[src/rtl/case_sel_counter.sv]
// Selector counter with a programmable priority case table; each request matches the
// pre-increment count. Optional default-code register under CASE_SEL_DEFAULT_EN.
module case_sel_counter #(
  parameter int WIDTH = 4,
  parameter int NCASE = 2,
  parameter int OUTW  = 32,
  parameter int IDXW  = (NCASE > 1) ? $clog2(NCASE) : 1
) (
  input  logic             clk,
  input  logic             rst_n,
  input  logic             load_vld,
  input  logic [WIDTH-1:0] load_val,
  input  logic             cfg_we,
  input  logic [IDXW-1:0]  cfg_idx,
  input  logic [WIDTH-1:0] cfg_val,
  input  logic [OUTW-1:0]  cfg_code,
  input  logic             cfg_en,
  input  logic             req_vld,
`ifdef CASE_SEL_DEFAULT_EN
  input  logic             dflt_we,
  input  logic [OUTW-1:0]  dflt_code,
`endif
  output logic [WIDTH-1:0] cnt,
  output logic             res_vld,
  output logic             res_hit,
  output logic [IDXW-1:0]  res_idx,
  output logic [OUTW-1:0]  res_code
);

  logic             ent_en   [NCASE];
  logic [WIDTH-1:0] ent_val  [NCASE];
  logic [OUTW-1:0]  ent_code [NCASE];

  logic             hit_p0;
  logic [IDXW-1:0]  idx_p0;
  logic [OUTW-1:0]  code_p0;

`ifdef CASE_SEL_DEFAULT_EN
  logic [OUTW-1:0]  dflt_q;
`endif

  // Stage p0: priority match of the current (pre-increment) count against the table
  always_comb begin
    hit_p0  = 1'b0;
    idx_p0  = '0;
    code_p0 = '0;
    for (int i = NCASE - 1; i >= 0; i--) begin
      if (ent_en[i] && (ent_val[i] == cnt)) begin
        hit_p0  = 1'b1;
        idx_p0  = IDXW'(i);
        code_p0 = ent_code[i];
      end
    end
  end

  // Table writes; an out-of-range cfg_idx matches no entry and is dropped
  always_ff @(posedge clk or negedge rst_n) begin
    if (!rst_n) begin
      for (int i = 0; i < NCASE; i++) begin
        ent_en[i]   <= 1'b0;
        ent_val[i]  <= '0;
        ent_code[i] <= '0;
      end
    end else if (cfg_we) begin
      for (int i = 0; i < NCASE; i++) begin
        if (cfg_idx == IDXW'(i)) begin
          ent_en[i]   <= cfg_en;
          ent_val[i]  <= cfg_val;
          ent_code[i] <= cfg_code;
        end
      end
    end
  end

`ifdef CASE_SEL_DEFAULT_EN
  always_ff @(posedge clk or negedge rst_n) begin
    if (!rst_n)       dflt_q <= '0;
    else if (dflt_we) dflt_q <= dflt_code;
  end
`endif

  always_ff @(posedge clk or negedge rst_n) begin
    if (!rst_n)        cnt <= '0;
    else if (load_vld) cnt <= load_val;
    else if (req_vld)  cnt <= cnt + 1'b1;
  end

  // Stage p1: registered result; hit/idx/code hold between requests
  always_ff @(posedge clk or negedge rst_n) begin
    if (!rst_n) begin
      res_vld  <= 1'b0;
      res_hit  <= 1'b0;
      res_idx  <= '0;
      res_code <= '0;
    end else begin
      res_vld <= req_vld;
      if (req_vld) begin
        res_hit <= hit_p0;
        res_idx <= idx_p0;
        if (hit_p0)
          res_code <= code_p0;
`ifdef CASE_SEL_DEFAULT_EN
        else
          res_code <= dflt_q;
`endif
      end
    end
  end

endmodule
[config.mk]
export PLATFORM = sky130hd
export DESIGN_NAME = case_sel_counter
export DESIGN_NICKNAME = d
export VERILOG_FILES = /design/src/rtl/case_sel_counter.sv
export SDC_FILE = /design/constraint.sdc
export NUM_CORES = 1
export LEC_CHECK = 0
export CAP_MARGIN = 25
export CORE_ASPECT_RATIO = 0.75
export CORE_MARGIN = 2
export CORE_UTILIZATION = 57
export DETAILED_ROUTE_END_ITERATION = 10
export HOLD_SLACK_MARGIN = 0.02
export PLACE_DENSITY_LB_ADDON = 0.1
export SYNTH_ARGS = -nofsm -noshare
export SYNTH_HDL_FRONTEND = slang
export SYNTH_SLANG_ARGS = --single-unit
[constraint.sdc]
create_clock -name clk -period 3.6 [get_ports clk]
set_input_delay 0.72 -clock clk [delete_from_list [all_inputs] [get_ports clk]]
set_output_delay 0.72 -clock clk [all_outputs]
set_load 0.01 [all_outputs]
# Yosys cells after proc, flatten, opt, wreduce, memory -nomap -nowiden
# Cells that the tools add are included.
[classes] n_addsub=1 n_mul=0 n_div=0 magnitude_cmp=0 eq_ne=2 shifts=0 muxes=7 bitwise=1 n_reduce_logical=6
[op_table] cell="32-bit two-way mux" count=2
[op_table] cell="4-bit == test" count=2
[op_table] cell="4-bit two-way mux" count=2
[op_table] cell="2-bit AND reduction" count=3
[op_table] cell="4-bit by 1-bit adder with 4-bit output (second input constant)" count=1
[op_table] cell="1-bit two-way mux" count=3
[op_table] cell="1-bit logical AND" count=2
[op_table] cell="2-bit nonzero test" count=1
[op_table] cell="1-bit inverter" count=1
[totals] register_bits=113 latch_bits=0 ramBits=0 rom_bits=0 mem_count=0

# Depth between registers and ports, before layout
# Gate-level depths: netlist of run 1.
[depth] word_depth=5 mapped_depth=7 ltp_nobuf=5

# Worst setup path before layout of run 1
# OpenSTA, ideal clock, no wires.
[synth_timing] kind="register to register" start="reg cnt[0]" end="reg res_code[10]" setup_ns=0.095 arrival_time_ns=2.014 required_ns=3.505 setup_slack_ns=1.492 path_stages_with_launch=8 n_path_buf=2 period_less_slack_ns=2.108 path_cell_list="dfrtp_1 > inv_2 > a222oi_1 > or4b_1 > buf_2 > a21bo_4 > buf_6 > a221oi_2"
[synth_via] elab_chain_len=5
[synth_lines] element="start: declaration" line_no="23" text="output logic [WIDTH-1:0] cnt,"
[synth_lines] element="start signal: assignment" line_no="84" text="else if (load_vld) cnt <= load_val;"
[synth_lines] element="start signal: assignment" line_no="85" text="else if (req_vld) cnt <= cnt + 1'b1;"
[synth_lines] element="4-bit == test" line_no="48" text="if (ent_en[i] && (ent_val[i] == cnt)) begin"
[synth_lines] element="1-bit logical AND" line_no="48"
[synth_lines] element="1-bit two-way mux (2 in a row)" line_no="48"
[synth_lines] element="2-bit AND reduction (no line)"
[synth_lines] element="end signal: assignment" line_no="101" text="res_code <= code_p0;"
[synth_lines] element="end: declaration" line_no="27" text="output logic [OUTW-1:0] res_code"
# Parallel ways exist; a longest one is shown, timed or not.
# A chain may end at the register's enable or synchronous reset.

# Final worst setup path of run 1
[layout_timing] start="reg cnt[0]" end="reg res_code[0]"
# The elaborated chain is that of the path after synthesis.

==> results of run 1 <==
-- cells in the final DEF (no fill, tap or decap), types with 2 or more instances in the layout --
cell type	Yosys	layout
dfrtp_1	113	113
clkdlybuf4s50_1	0	83
mux2_2	76	76
inv_1	34	34
nor3_1	33	33
nor2_1	32	32
a221oi_2	29	29
clkbuf_16	0	17
buf_4	0	7
nand2_1	6	5
xor2_1	5	5
o21ai_0	5	5
clkbuf_8	0	5
bufinv_16	0	5
clkinv_2	0	4
xnor2_1	3	3
and2_1	2	2
o22ai_1	2	2
a221oi_1	2	2
-- through the flow --
step | cell area [um2] | hold slack [ps] | util | worst slack, ps | power, W
floorplan | 4900 | 424 | - | 1490 | 0.00231
global placement | 5850 | 490 | 0.694 | 1120 | 0.00281
detailed placement | 5850 | 495 | 0.694 | 1110 | 0.00284
CTS | 6520 | 391 | 0.774 | 1280 | 0.00474
global route | 6520 | 424 | 0.774 | 1080 | 0.00492
finish | 6520 | 371 | 0.774 | 1260 | 0.00471
-- kinds of logic (layout without fill, tap and decap cells) --
kind of cell | after synthesis | in the layout | synth area share
AOI/OAI and AO/OA | 41 | 41 | 0.107
xor gates and xnor gates | 8 | 8 | 0.0143
adders and majority gates | 1 | 1 | 0.00255
buffers and inverters | 60 | 159 | 0.0508
DFF | 113 | 113 | 0.577
muxes | 77 | 77 | 0.177
and+or+nand+nor | 78 | 78 | 0.0725
-- sequential cells by signal, summed over array words and instances, names as in the netlist --
name and cells:
cnt 4, ent_code 64, ent_en 2, ent_val 8
res_code 32, res_hit 1, res_idx 1, res_vld 1
-- cells in the mapped netlist --
master / number / area share
dfrtp_1: 113 / 0.58
mux2_2: 76 / 0.17
inv_1: 34 / 0.026
nor3_1: 33 / 0.034
nor2_1: 32 / 0.024
a221oi_2: 29 / 0.089
clkbuf_1: 20 / 0.015
nand2_1: 6 / 0.0046
o21ai_0: 5 / 0.0051
xor2_1: 5 / 0.0089
buf_6: 3 / 0.0069
xnor2_1: 3 / 0.0054
a221oi_1: 2 / 0.0036
and2_1: 2 / 0.0026
o22ai_1: 2 / 0.0026
a211oi_1: 1 / 0.0015
a21bo_4: 1 / 0.0033
a222oi_1: 1 / 0.0020
buf_1: 1 / 0.00076
buf_2: 1 / 0.0010
ha_1: 1 / 0.0026
inv_2: 1 / 0.00076
mux2i_1: 1 / 0.0020
nand3_1: 1 / 0.0010
nand4_1: 1 / 0.0013
nor2b_1: 1 / 0.0013
nor3b_1: 1 / 0.0015
or4b_1: 1 / 0.0020
-- report_power, final --
group          leakage (nW)  switching (W)  internal (W)
registers              1.30       0.000174       0.00157
clock network         0.332       0.000567       0.00131
logic                  1.21       0.000431      0.000657
total                  2.84        0.00117       0.00354
-- final cells by class --
cell class / count / area, um2 / area share
inverter: 35 / 131 / 0.0202
tap: 108 / 135 / 0.0207
timing repair buffer: 92 / 908 / 0.139
multi-input combinational: 205 / 1840 / 0.283
sequential: 113 / 2830 / 0.434
clock inverter: 10 / 178 / 0.0273
clock buffer: 22 / 494 / 0.0758
-- how the worst max path moves through the flow --
stage / end / depth (start not counted)
after floorplan: res_code[10] / 7
after global placement: ent_code[18] / 3
after detailed placement: ent_code[61] / 4
after CTS: res_code[0] / 6
after global routing: res_code[0] / 6
final: res_code[0] / 6
-- per-layer routing --
metal | vias up | routed length [um] | GRT usage
li1 | 1504 | - | -
met1 | 1668 | 4670 | 0.320
met2 | 73 | 5230 | 0.399
met3 | 10 | 482 | 0.0794
met4 | 0 | 136 | 0.0718
met5 | - | 0 | 0
==> impl_metrics.env, run 1 <==
export IMPL_ys_seq_area_frac=0.577
export IMPL_die_area_um2=9370
export IMPL_r2r_end="res_code[0]"
export IMPL_antenna_found_initial=0
export IMPL_syn2layout_area_growth_pct=32.9
export IMPL_numCtsBuffers=17
export IMPL_cts_htree_levels=4
export IMPL_crit_slowest_cell="dfrtp_1"
export IMPL_fin_crit_ps=2340
export IMPL_maxCapViolations=0
export IMPL_dp_cells=553
export IMPL_grtUsageTotal=0.245
export IMPL_ys_seq_elements=113
export IMPL_max_freq_mhz=428
export IMPL_core_area_um2=8420
export IMPL_peakVddDrop_uv=747
export IMPL_cp_num_buf_inv=1
export IMPL_fin_nets=512
export IMPL_ios=86
export IMPL_final_cell_count_no_fill=585
export IMPL_avgViaCountPerCell=5.56
export IMPL_min_path_type="primary input to async pin"
export IMPL_grt_pass1_vias=3492
export IMPL_hold_viol=0
export IMPL_ant_nets=0
export IMPL_drv_slew=0
export IMPL_power_leakage_nw=2.84
export IMPL_root_buffer="clkbuf_16"
export IMPL_routedWlPerCell_um=18.0
export IMPL_critPathMaxFanout=27
export IMPL_clk_path_buf_depth=2
export IMPL_synth_cells=378
export IMPL_critPathKind="register to register"
export IMPL_tns_ps=0
export IMPL_place_congestion=0.802
export IMPL_die_height_um=84.3
export IMPL_grt_overflow_total=0
export IMPL_skew_ps=9.54
export IMPL_post_cts_buffers=0
export IMPL_setup_viol=0
export IMPL_cts_num_sinks=113
export IMPL_syn_cell_area_um2=4900
export IMPL_cts_resized_gates=0
export IMPL_max_stage_delay_ps=470
export IMPL_p_per_area_nw_per_um2=722
export IMPL_grt_setup_unrepaired="no"
export IMPL_insertedDiodeCount=0
export IMPL_arrival_ps=2630
export IMPL_max_slew_margin=0.359
export IMPL_synth_area_per_cell_um2=13.0
export IMPL_r2r_start="cnt[0]"
export IMPL_post_dp_hpwl_mm=6.14
export IMPL_synth_distinct_cells=28
export IMPL_finalCritPeriodShare=0.650
export IMPL_start_util=0.583
export IMPL_fill_cells=539
export IMPL_grt_pass1_wl_mm=17.6
export IMPL_synth_warnings=0
export IMPL_die_w_um=111
export IMPL_insertion_delay_ps=410
export IMPL_crit_chain="xor2_1 -> nor3_1 -> and2_1 -> buf_4 -> nor3_1 -> a221oi_1"
export IMPL_drc_errors=0
export IMPL_tritoncts="built"
export IMPL_crit_family="simple AND/OR/NAND/NOR gates"
export IMPL_cp_end_kind="register"
export IMPL_rrSetupSlack_ps=1260
export IMPL_vias=3255
export IMPL_final_layout_size_suffix_gt1_frac=0.317
export IMPL_wl_mm=10.5
export IMPL_placement_rows=29
export IMPL_tightest_slew_ps=958
export IMPL_grt_max_degree=60
export IMPL_drt_iter0_markers=116
export IMPL_worst_r2r_cell_count=6
export IMPL_required_ps=3890
export IMPL_cpMostUsedCell="nor3_1"
export IMPL_cp_startpoint="cnt[0]"
export IMPL_outcome="completed"
export IMPL_dr_pass1_iters=4
export IMPL_syn_nets=426
export IMPL_critPathLaunchType="register"
export IMPL_hold_buffers=0
export IMPL_io_buffers=85
export IMPL_clkTransAtPathRegs_ps=50
Note: power is estimated with default switching activity, not from simulation.
==> run 2, diff against run 1 <==
--- a/config.mk
+++ b/config.mk
@@ -8,7 +8,7 @@
 export CAP_MARGIN = 25
 export CORE_ASPECT_RATIO = 0.75
 export CORE_MARGIN = 2
-export CORE_UTILIZATION = 57
+export CORE_UTILIZATION = 53
 export DETAILED_ROUTE_END_ITERATION = 10
 export HOLD_SLACK_MARGIN = 0.02
 export PLACE_DENSITY_LB_ADDON = 0.1
==> constraint.sdc (replaced) <==
create_clock -name clk -period 2.4 [get_ports clk]
set_input_delay 0.48 -clock clk [delete_from_list [all_inputs] [get_ports clk]]
set_output_delay 0.48 -clock clk [all_outputs]
set_load 0.01 [all_outputs]
==> impl_metrics.env, run 2 (same netlist as run 1, synthesis figures left out) <==
export IMPL_outcome="completed"
export IMPL_clkTransAtPathRegs_ps=50
export IMPL_insertion_delay_ps=400
export IMPL_critPathLaunchType="register"
export IMPL_crit_slowest_cell="or4b_1"
export IMPL_fin_crit_ps=2130
export IMPL_seqCellArea_um2=2830
export IMPL_largest_reg_flops=64
export IMPL_maxCapViolations=0
export IMPL_tritoncts="built"
export IMPL_final_cell_count_no_fill=594
export IMPL_p_comb_frac=0.248
export IMPL_fin_util=0.720
export IMPL_finalCritPeriodShare=0.889
export IMPL_p_switching_w=0.00170
export IMPL_start_util=0.544
export IMPL_grt_setup_unrepaired="no"
export IMPL_tightest_slew_ps=667
export IMPL_syn2layout_area_growth_pct=32.2
export IMPL_switching_share=0.256
export IMPL_max_slew_margin=0.555
export IMPL_cts_resized_gates=0
export IMPL_met2_usage=0.390
export IMPL_peakVddDrop_uv=589
export IMPL_routedWlPerCell_um=17.7
export IMPL_grtUsageTotal=0.227
export IMPL_finalInstanceArea_um2=6480
export IMPL_avgViaCountPerCell=5.53
export IMPL_hold_slack_ps=56.9
export IMPL_hold_viol=0
export IMPL_vias=3284
export IMPL_tns_ps=0
export IMPL_required_ps=2700
export IMPL_power_leakage_nw=2.83
export IMPL_fin_nets=518
export IMPL_max_stage_delay_ps=510
export IMPL_min_path_type="primary input to async pin"
export IMPL_grt_pass1_vias=3385
export IMPL_die_area_um2=10000
export IMPL_power_frac_seq=0.395
export IMPL_dr_pass1_iters=5
export IMPL_hold_buffers=0
export IMPL_drt_iter0_markers=181
export IMPL_layout_commonest_cell="dfrtp_1"
export IMPL_post_dp_hpwl_mm=6.50
export IMPL_clk_path_buf_depth=2
export IMPL_ios=86
export IMPL_critPathMaxFanout=32
export IMPL_grt_use_met3=0.0724
export IMPL_post_cts_buffers=0
export IMPL_layout_common_cells="113 x dfrtp_1, 83 x clkdlybuf4s50_1, 76 x mux2_2"
export IMPL_reg_top3="ent_code: 64 flops, res_code: 32 flops, ent_val: 8 flops"
export IMPL_crit_cells=5
export IMPL_skew_ps=9.97
export IMPL_root_buffer="clkbuf_16"
export IMPL_cp_num_buf_inv=1
export IMPL_max_freq_mhz=469
export IMPL_die_w_um=115
export IMPL_place_congestion=0.798
export IMPL_insertedDiodeCount=0
export IMPL_placement_rows=30
export IMPL_final_layout_size_suffix_gt1_frac=0.315
export IMPL_grt_overflow_total=0
export IMPL_met1_usage=0.281
export IMPL_grt_pass1_wl_mm=17.1
export IMPL_ant_nets=0
export IMPL_crit_chain="inv_1 -> a222oi_1 -> or4b_1 -> a21bo_4 -> a221oi_2"
export IMPL_core_area_um2=9010
export IMPL_largest_register="ent_code"
export IMPL_worst_r2r_cell_count=5
export IMPL_numCtsBuffers=17
export IMPL_antenna_found_initial=0
export IMPL_die_height_um=87.3
export IMPL_cts_num_sinks=113
export IMPL_setup_viol=0
export IMPL_drc_errors=0
export IMPL_dp_cells=563
export IMPL_crit_family="compound AO/OA/AOI/OAI gates"
export IMPL_top_usage_layer="met2"
export IMPL_cp_end_kind="register"
export IMPL_wl_mm=10.5
export IMPL_cts_htree_levels=4
export IMPL_grt_max_degree=56
export IMPL_p_int_w=0.00492
export IMPL_arrival_ps=2430
export IMPL_multi_input_area_um2=1840
export IMPL_critPathKind="register to register"
export IMPL_p_clk_frac=0.357
export IMPL_io_buffers=85
export IMPL_p_per_area_nw_per_um2=1020
export IMPL_place_area_um2=5920
export IMPL_drv_slew=0
export IMPL_fill_cells=644
-- run 2: cell types whose count changed in the layout (fill, tap and decap cells not counted) --
cell / previous run / this run
buf_12: 1 / 3
buf_4: 7 / 11
bufinv_16: 5 / 1
clkbuf_1: 0 / 3
clkbuf_8: 5 / 6
clkinvlp_4: 1 / 0
nand3_1: 0 / 1
nand3_2: 1 / 0
-- run 2: final timing paths --
kind / from / end / slack (ps)
hold reg to reg: ent_code[37] / ent_code[37] / 500
min in group clk: req_vld / res_vld / 370
max in group asynchronous: rst_n / res_code[15] / 1670
setup / recovery: cnt[3] / res_code[21] / 270
setup reg to reg: cnt[3] / res_code[21] / 270
hold / removal: rst_n / cnt[2] / 60
-- run 2: layer usage --
metal	part of all wire	vias up
met4	0.010	0
met5	0	-
met1	0.44	1661
met3	0.047	12
met2	0.51	91
li1	-	1520
-- run 2: area by class of cell --
type,instances,area share
Tap cell,112,0.0216
Clock buffer,26,0.0801
Multi-Input combinational cell,205,0.283
Timing Repair Buffer,98,0.151
Inverter,35,0.0203
Clock inverter,5,0.00772
Sequential cell,113,0.436
-- run 2: worst reg2reg max path: cells and delay by family (launching register included) --
kind                   cells  cell delay [ps]
flip-flops                 1              410
buffers and inverters      1               70
AND/OR/NAND/NOR            1              510
AO/OA/AOI/OAI              3             1060
-- run 2: power groups by stage --
stage	clock network [W]	logic, W	registers [W]
final	0.00236	0.00164	0.00261
after global routing	0.00249	0.00178	0.00267
after CTS	0.00239	0.00167	0.00262
after detailed placement	0	0.00166	0.00264
after global placement	0	0.00162	0.00263
after floorplan	0	0.000764	0.00270
-- run 2: per-stage QoR --
stage / setup slack, ps / total power, W
floorplan: 292 / 0.00347
global placement: 330 / 0.00425
detailed placement: 244 / 0.00430
CTS: 246 / 0.00668
global route: 147 / 0.00694
finish: 266 / 0.00662
==> run 3, diff against run 2 <==
--- a/config.mk
+++ b/config.mk
@@ -6,12 +6,15 @@
 export NUM_CORES = 1
 export LEC_CHECK = 0
 export CAP_MARGIN = 25
+export CELL_PAD_IN_SITES_DETAIL_PLACEMENT = 1
+export CELL_PAD_IN_SITES_GLOBAL_PLACEMENT = 1
 export CORE_ASPECT_RATIO = 0.75
 export CORE_MARGIN = 2
-export CORE_UTILIZATION = 53
+export CORE_UTILIZATION = 42
 export DETAILED_ROUTE_END_ITERATION = 10
 export HOLD_SLACK_MARGIN = 0.02
 export PLACE_DENSITY_LB_ADDON = 0.1
+export SETUP_SLACK_MARGIN = 0.1
 export SYNTH_ARGS = -nofsm -noshare
 export SYNTH_HDL_FRONTEND = slang
 export SYNTH_SLANG_ARGS = --single-unit
==> impl_metrics.env, run 3 (same netlist as run 1, synthesis figures left out) <==
export IMPL_reg_top3="ent_code: 64 flops, res_code: 32 flops, ent_val: 8 flops"
export IMPL_max_stage_delay_ps=570
export IMPL_fin_nets=521
export IMPL_clk_path_buf_depth=2
export IMPL_grt_pass1_vias=3685
export IMPL_layout_commonest_cell="dfrtp_1"
export IMPL_cts_htree_levels=4
export IMPL_wl_mm=12.6
export IMPL_core_area_um2=11500
export IMPL_met1_usage=0.268
export IMPL_die_area_um2=12600
export IMPL_ant_nets=0
export IMPL_place_congestion=0.745
export IMPL_p_per_area_nw_per_um2=1040
export IMPL_crit_chain="inv_1 -> a222oi_1 -> or4b_4 -> a21bo_4 -> a221oi_2"
export IMPL_clkTransAtPathRegs_ps=50
export IMPL_grtUsageTotal=0.209
export IMPL_root_buffer="clkbuf_16"
export IMPL_largest_register="ent_code"
export IMPL_start_util=0.427
export IMPL_avgViaCountPerCell=5.34
export IMPL_antenna_found_initial=0
export IMPL_tns_ps=0
export IMPL_peakVddDrop_uv=523
export IMPL_routedWlPerCell_um=20.0
export IMPL_insertedDiodeCount=0
export IMPL_critPathKind="register to register"
export IMPL_layout_common_cells="113 x dfrtp_1, 83 x clkdlybuf4s50_1, 76 x mux2_2"
export IMPL_tritoncts="built"
export IMPL_hold_viol=0
export IMPL_met2_usage=0.337
export IMPL_grt_pass1_wl_mm=19.7
export IMPL_numCtsBuffers=17
export IMPL_required_ps=2700
export IMPL_max_slew_margin=0.580
export IMPL_cts_num_sinks=113
export IMPL_skew_ps=8.66
export IMPL_hold_slack_ps=63.5
export IMPL_placement_rows=34
export IMPL_outcome="completed"
export IMPL_critPathMaxFanout=16
export IMPL_die_height_um=97.6
export IMPL_io_buffers=85
export IMPL_ios=86
export IMPL_setup_viol=0
export IMPL_cp_end_kind="register"
export IMPL_power_leakage_nw=2.87
export IMPL_post_dp_hpwl_mm=7.19
export IMPL_min_path_type="primary input to async pin"
export IMPL_insertion_delay_ps=420
export IMPL_final_layout_size_suffix_gt1_frac=0.330
export IMPL_crit_family="compound AO/OA/AOI/OAI gates"
export IMPL_grt_max_degree=55
export IMPL_crit_slowest_cell="or4b_4"
export IMPL_max_freq_mhz=470
export IMPL_final_cell_count_no_fill=629
export IMPL_largest_reg_flops=64
export IMPL_cp_num_buf_inv=1
export IMPL_tightest_slew_ps=629
export IMPL_die_w_um=129
export IMPL_top_usage_layer="met2"
export IMPL_grt_overflow_total=0
export IMPL_fin_util=0.577
export IMPL_drt_iter0_markers=162
export IMPL_dr_pass1_iters=4
export IMPL_vias=3356
export IMPL_critPathLaunchType="register"
export IMPL_finalCritPeriodShare=0.887
export IMPL_r2r_start="cnt[3]"
export IMPL_dp_cells=596
export IMPL_cp_startpoint="cnt[3]"
export IMPL_grt_use_met3=0.0496
export IMPL_grt_setup_unrepaired="no"
export IMPL_syn2layout_area_growth_pct=35.2
export IMPL_maxCapViolations=0
export IMPL_arrival_ps=2430
export IMPL_fin_crit_ps=2130
export IMPL_drv_slew=0
export IMPL_drc_errors=0
## run 3: cell types whose count changed in the layout (fill, tap and decap cells not counted), sizes merged
cell / before / now
buf: 15 / 16
clkinvlp: 0 / 1
a21bo: 1 / 3
clkinv: 4 / 0
clkbuf: 26 / 28
bufinv: 1 / 2
## run 3: through the flow
step                area (um2)  power [W]  setup slack (ps)
CTS                       6570    0.00693              49.2
floorplan                 4900    0.00347               292
finish                    6630    0.00688               271
global placement          5970    0.00427               173
detailed placement        5970    0.00433              71.4
global route              6630    0.00723               183
## run 3: where the power goes
part | internal, W | switching (W) | leakage, nW | total, W
clock | 0.00172 | 0.000836 | 0.293 | 0.00255
sequential | 0.00235 | 0.000275 | 1.30 | 0.00262
combinational | 0.00101 | 0.000695 | 1.27 | 0.00171
## run 3: area by class of cell
class | count | area, um2
Multi-Input combinational cell | 207 | 1900
Timing Repair Buffer | 99 | 990
Sequential cell | 113 | 2830
Clock buffer | 28 | 537
Tap cell | 144 | 180
Inverter | 35 | 131
Clock inverter | 3 | 67.6
Fill cell | 1148 | 4860
## run 3: timing repair
item,CTS,global route
gates resized for setup,0,7
gates cloned,0,2
setup endpoints to repair,22,32
pin swaps,1,0
hold buffers,0,0
setup buffers,0,0
## run 3: final timing paths
path | to | slack (ps) | cells after the start
max in group asynchronous | res_code[9] | 1600 | 2
min in group clk | res_vld | 400 | 1
hold reg to reg | ent_code[36] | 500 | 1
hold / removal | cnt[3] | 60 | 1
setup / recovery | res_code[30] | 270 | 5
setup reg to reg | res_code[30] | 270 | 5
## run 3: routing by layer
| layer | up-vias | wire length [um] |
|---|---|---|
| li1 | 1536 | - |
| met1 | 1724 | 5750 |
| met2 | 74 | 6050 |
| met3 | 22 | 560 |
| met4 | 0 | 233 |
| met5 | - | 0 |
## run 3: worst reg2reg max path: cells and delay by family, from the launching register on
| family | cells | cell delay [ps] |
|---|---|---|
| buffers and inverters | 1 | 90 |
| and+or+nand+nor | 1 | 580 |
| DFF | 1 | 420 |
| AOI/OAI and AO/OA | 3 | 940 |
